[src/rtl/exec_ctrl_pkg.sv]
// Shared state encoding and constants for cpu_exec_ctrl; imported by the
// controller and by display logic that decodes the exported state.
package exec_ctrl_pkg;

  typedef enum logic [1:0] {
    RESET_HOLD = 2'd0,
    PAUSE      = 2'd1,
    RUN        = 2'd2,
    HALTED     = 2'd3
  } exec_state_t;

  localparam int unsigned RESET_HOLD_CYCLES = 2;

  function automatic logic [31:0] sat_inc32(input logic [31:0] value);
    return (value == 32'hFFFF_FFFF) ? value : value + 32'd1;
  endfunction

endpackage

[src/rtl/cpu_exec_ctrl_debounce.sv]
// Button conditioner: 2-flop synchronizer, stable-level filter and
// rising-edge detector producing a single-cycle pulse.
module debounce #(
  parameter int unsigned DEBOUNCE = 100000
) (
  input  logic clk,
  input  logic clr,
  input  logic din,
  output logic pulse
);

  localparam int unsigned CW = (DEBOUNCE > 1) ? $clog2(DEBOUNCE) : 1;
  localparam logic [CW-1:0] CNT_LAST = CW'(DEBOUNCE - 1);

  logic          sync1_r;
  logic          sync2_r;
  logic          level_r;
  logic          level_d_r;
  logic          pulse_r;
  logic [CW-1:0] cnt_r;

  // Bring the raw button into the clk domain
  always_ff @(posedge clk or posedge clr) begin
    if (clr) begin
      sync1_r <= 1'b0;
      sync2_r <= 1'b0;
    end else begin
      sync1_r <= din;
      sync2_r <= sync1_r;
    end
  end

  // Accept a new level only after DEBOUNCE consecutive disagreeing samples
  always_ff @(posedge clk or posedge clr) begin
    if (clr) begin
      cnt_r   <= {CW{1'b0}};
      level_r <= 1'b0;
    end else if (sync2_r == level_r) begin
      cnt_r   <= {CW{1'b0}};
    end else if (cnt_r == CNT_LAST) begin
      cnt_r   <= {CW{1'b0}};
      level_r <= sync2_r;
    end else begin
      cnt_r   <= cnt_r + CW'(1);
    end
  end

  // One-cycle pulse on each accepted press
  always_ff @(posedge clk or posedge clr) begin
    if (clr) begin
      level_d_r <= 1'b0;
      pulse_r   <= 1'b0;
    end else begin
      level_d_r <= level_r;
      pulse_r   <= level_r & ~level_d_r;
    end
  end

  assign pulse = pulse_r;

endmodule

[src/rtl/cpu_exec_ctrl.sv]
// CPU execution controller: run/pause/step/halt sequencing via a cpu_en pulse.
// Optional feature macro BREAKPOINT_EN adds the pc/bp_addr breakpoint stop.
module cpu_exec_ctrl
  import exec_ctrl_pkg::*;
#(
  parameter int unsigned DIV      = 500000,
  parameter int unsigned DEBOUNCE = 100000
) (
  input  logic        clk,
  input  logic        clr,
  input  logic        btn_run,
  input  logic        btn_step,
  input  logic        halt,
`ifdef BREAKPOINT_EN
  input  logic [31:0] pc,
  input  logic [31:0] bp_addr,
`endif
  output logic        cpu_en,
  output logic        cpu_clr,
  output logic [31:0] cycle_count,
  output logic [1:0]  state
);

  localparam int unsigned DW = $clog2(DIV);
  localparam logic [DW-1:0] DIV_LAST = DW'(DIV - 1);
  localparam logic [1:0] HOLD_LAST = 2'(RESET_HOLD_CYCLES);

  exec_state_t   state_r, state_s;
  logic [DW-1:0] div_r, div_s;
  logic [1:0]    hold_r, hold_s;
  logic [31:0]   count_r, count_s;
  logic          en_s;
  logic          cpu_en_r;
  logic          cpu_clr_r;
  logic          run_p_s;
  logic          step_p_s;
  logic          bp_hit_s;

  debounce #(.DEBOUNCE(DEBOUNCE)) u_run_db (
    .clk(clk), .clr(clr), .din(btn_run), .pulse(run_p_s)
  );

  debounce #(.DEBOUNCE(DEBOUNCE)) u_step_db (
    .clk(clk), .clr(clr), .din(btn_step), .pulse(step_p_s)
  );

`ifdef BREAKPOINT_EN
  logic first_r, first_s;
  // The first tick after RUN entry skips the compare so a resume moves past the breakpoint
  assign bp_hit_s = ~first_r & (pc == bp_addr);
`else
  assign bp_hit_s = 1'b0;
`endif

  // Next-state, divider and pulse decision
  always_comb begin
    state_s = state_r;
    div_s   = div_r;
    hold_s  = hold_r;
    en_s    = 1'b0;
`ifdef BREAKPOINT_EN
    first_s = first_r;
`endif
    case (state_r)
      RESET_HOLD: begin
        if (hold_r == HOLD_LAST) begin
          state_s = PAUSE;
        end else begin
          hold_s = hold_r + 2'd1;
        end
      end
      PAUSE: begin
        if (halt) begin
          state_s = HALTED;
        end else if (run_p_s) begin
          state_s = RUN;
          div_s   = {DW{1'b0}};
`ifdef BREAKPOINT_EN
          first_s = 1'b1;
`endif
        end else if (step_p_s) begin
          en_s = 1'b1;
        end else begin
          en_s = 1'b0;
        end
      end
      RUN: begin
        if (halt) begin
          state_s = HALTED;
        end else if (run_p_s) begin
          state_s = PAUSE;
          div_s   = {DW{1'b0}};
        end else if (div_r == DIV_LAST) begin
          div_s = {DW{1'b0}};
`ifdef BREAKPOINT_EN
          first_s = 1'b0;
`endif
          if (bp_hit_s) begin
            state_s = PAUSE;
          end else begin
            en_s = 1'b1;
          end
        end else begin
          div_s = div_r + DW'(1);
        end
      end
      HALTED: begin
        if (step_p_s) begin
          state_s = RESET_HOLD;
          hold_s  = 2'd0;
        end else begin
          state_s = HALTED;
        end
      end
      default: begin
        state_s = RESET_HOLD;
        hold_s  = 2'd0;
      end
    endcase

    if (state_s == RESET_HOLD) begin
      count_s = 32'd0;
    end else if (en_s) begin
      count_s = sat_inc32(count_r);
    end else begin
      count_s = count_r;
    end
  end

  // State, counters and registered outputs
  always_ff @(posedge clk or posedge clr) begin
    if (clr) begin
      state_r   <= RESET_HOLD;
      div_r     <= {DW{1'b0}};
      hold_r    <= 2'd0;
      count_r   <= 32'd0;
      cpu_en_r  <= 1'b0;
      cpu_clr_r <= 1'b1;
`ifdef BREAKPOINT_EN
      first_r   <= 1'b0;
`endif
    end else begin
      state_r   <= state_s;
      div_r     <= div_s;
      hold_r    <= hold_s;
      count_r   <= count_s;
      cpu_en_r  <= en_s;
      cpu_clr_r <= (state_s == RESET_HOLD);
`ifdef BREAKPOINT_EN
      first_r   <= first_s;
`endif
    end
  end

  assign cpu_en      = cpu_en_r;
  assign cpu_clr     = cpu_clr_r;
  assign cycle_count = count_r;
  assign state       = state_r;

endmodule

[config.mk]
export PLATFORM = sky130hd
export DESIGN_NAME = cpu_exec_ctrl
export DESIGN_NICKNAME = d
export VERILOG_FILES = /design/src/rtl/exec_ctrl_pkg.sv /design/src/rtl/cpu_exec_ctrl_debounce.sv /design/src/rtl/cpu_exec_ctrl.sv
export SDC_FILE = /design/constraint.sdc
export NUM_CORES = 1
export LEC_CHECK = 0
export CORE_UTILIZATION = 45
export CTS_CLUSTER_DIAMETER = 50
export CTS_CLUSTER_SIZE = 20
export DETAILED_ROUTE_END_ITERATION = 16
export SYNTH_ARGS = -nofsm -noshare
export SYNTH_HDL_FRONTEND = slang
export SYNTH_HIERARCHICAL = 1
export SYNTH_SLANG_ARGS = --single-unit
[constraint.sdc]
create_clock -name clk -period 3.3 [get_ports clk]
set_input_delay 0.33 -clock clk [delete_from_list [all_inputs] [get_ports clk]]
set_output_delay 0.33 -clock clk [all_outputs]
set_load 0.01 [all_outputs]
==> results.ini <==
[logic_synthesis]
synth_edf_count=0
yosys.area.top_type_share_pct=47.88
async_reset_ff_share_pct=100.0
seq_area_frac_synth_pct=48.38
yosysWarningCount=6
syn_inst=535
synthesis.area_um2=5226
synth_top_cell_by_area=dfrtp_1
avgSynthCellArea_um2=9.769
synth_fp_nets=550
synth_top_cells_by_area=dfrtp_1, nor2_1, xnor2_1
ys_ff_latch=101
ys.flop_type=dfrtp_1
synth_cell_types=54

[clock_tree]
root_buffer=clkbuf_16
clock-sinks=101
cts_hold_buffers=0
cts_setup_buffers=0
clockBufferDepth=2
htreeDepth=3
cts_resized=0
cts_tree=done
worst_skew_pair.late_latency_ps=340
clk_pin_slew_ps=70
cts_made_buffers=9

[power]
p_leak_nw=2.496
vdd_ir_drop_max_mv=0.4161
powerDensity_nw_per_um2=514.3

[run_status]
status=finished, final reports clean

[global_routing]
grt_pass1_wl_um=18510
antenna_found_initial=0
grt_pass1_vias=3848
grt_overflow=0
grt_use_total_pct=19.64
grt_max_degree=34

[cells_and_area]
area_growth_pct=15.47
fin_nets=587
fin_cells=717
insertedDiodeCount=0
fillers=1002
drive_gt1_share_pct=7.972

[timing]
tns_ps=0
worst_slew_pin_slew_ps=856.3
rsz0062_at_grt=no
setup_violations=0
hold_violations=0
slew_viol_final=0
period_needed_ps=2640
timing.fmax_mhz=378.8
post-route-period-util_pct=80.00
fin_skew_ps=10.31
slew_headroom_pct=42.85

[detailed_routing]
drt_drc_violations_left=0
num_vias=3976
drtIter0Drc=168
totalWireLength_um=10750
drt-vias-per-instance=5.545
wl_per_cell_um=14.99
first_pass_iters=5
final_antenna_net_count=0

[floorplan]
core_area_um2=11080
ios=41
dieWidth_um=109.8
fp-row-count=38
die_area_um2=12050
floorplan.initialDensity_pct=47.18
die_h_um=109.8

[setup_path]
path_max_fanout=12
cp-start-kind=flop
endpoint_kind=flop
crit_start=state[1]
reg2reg_depth=9
worstPathArrival_ps=2910
timing.rr.start=state[1]
crit_type=flop to flop
required_ps=3570

[hold_path]
holdPathStages=0
hold_start=u_step_db/sync1_r
hp-class=flop to flop

[place]
io_buffer_count=40
placedCellCount=701
place_hpwl_um=7529
gp_congestion=0.7916

[job]
drv_cap=0

==> path summary, 6_finish.rpt <==
path | to | slack, ps
min in group asynchronous | div_r[17] | 460
max reg2reg | cycle_count[13] | 660
max | cycle_count[13] | 660
min reg2reg | u_step_db/sync2_r | 350
min | u_step_db/sync2_r | 350
max in group asynchronous | cpu_clr | 2140
==> state kept, by name, summed over array words and instances, names as in the netlist, 2 cells and up <==
register and count:
u_run_db/cnt_r 17, cycle_count 32, state 2, u_step_db/cnt_r 17
div_r 19, hold_r 2
==> stage by stage <==
step	setup WS [ps]	hold slack (ps)	instance area, um2	total power (W)	util, %
6_report	660.1	350.2	6035	0.003103	54.47
3_3_place_gp	716.7	334.5	5719	0.002004	51.63
3_5_place_dp	604.6	334.7	5719	0.002029	51.63
4_1_cts	617.9	351.3	6035	0.003147	54.47
2_1_floorplan	1158	319.2	5226	0.001872	-
5_1_grt	397.4	353.3	6035	0.003282	54.47
==> per-layer routing <==
layer	global-route usage, %	wire [um]	up-vias
li1	-	-	1952
met1	25.46	4951	1921
met2	32.43	5234	81
met3	4.268	375	22
met4	6.857	187	0
met5	0	0	-
==> cells in the mapped netlist, drive strengths merged, types with 2 or more instances <==
master  number
ha          10
nor2        83
nand2b       3
a21oi       11
o21a         2
xor2        33
inv         18
a41o         2
nor2b        4
and2         6
or3          4
dfrtp      100
a21o         2
or4          2
mux2         5
nand2       35
and3        11
nor4b        4
or2          4
xnor2       34
nor3b        3
a31oi        3
nand4       33
nand3       32
or4b         2
clkbuf       7
buf         10
nor3        16
o21ai       19
and4         8
nor4        18
==> logic make-up (layout without fill, tap and decap cells) <==
family	Yosys count	count (layout)	synth area share [%]
buffers and inverters	35	77	3.304
xor gates and xnor gates	67	67	11.23
and+or+nand+nor	271	271	28.01
adders and majority gates	10	10	2.394
muxes	5	5	1.077
AOI/OAI and AO/OA	46	46	5.602
DFF	101	101	48.38
==> where the power goes <==
group / internal [W] / switching, W
Sequential: 0.00132 / 0.0000931
Combinational: 0.000204 / 0.000387
Clock: 0.000622 / 0.000481
Total: 0.00214 / 0.000961
==> placed cells by master, fill, tap and decap left out, drive strengths merged, types with 10 or more instances in the layout <==
cell type,n
nor3,16
clkbuf,10
nor2,83
xor2,33
dfrtp,100
nand3,32
inv,21
nand4,33
and3,11
a21oi,11
clkdlybuf4s50,40
nor4,18
xnor2,34
ha,10
nand2,35
o21ai,19
==> critical path, cell delays in order (launching register included) <==
cell	delay (ps)
dfrtp_1	480
inv_1	120
ha_1	280
nor3b_1	230
nand3_1	110
o21a_1	360
inv_2	250
nand2_1	130
or4_1	510
o21ai_1	90
==> layout make-up <==
cell class / count / area, um2 / area share [%]
Sequential cell: 101 / 2529 / 41.90
Multi-Input combinational cell: 399 / 2525 / 41.84
Timing Repair Buffer: 43 / 422.9 / 7.008
Clock buffer: 10 / 239.0 / 3.960
Tap cell: 140 / 175.2 / 2.903
Clock inverter: 6 / 76.32 / 1.265
Inverter: 18 / 67.56 / 1.120
No activity file was read; power rests on OpenSTA's default activity.
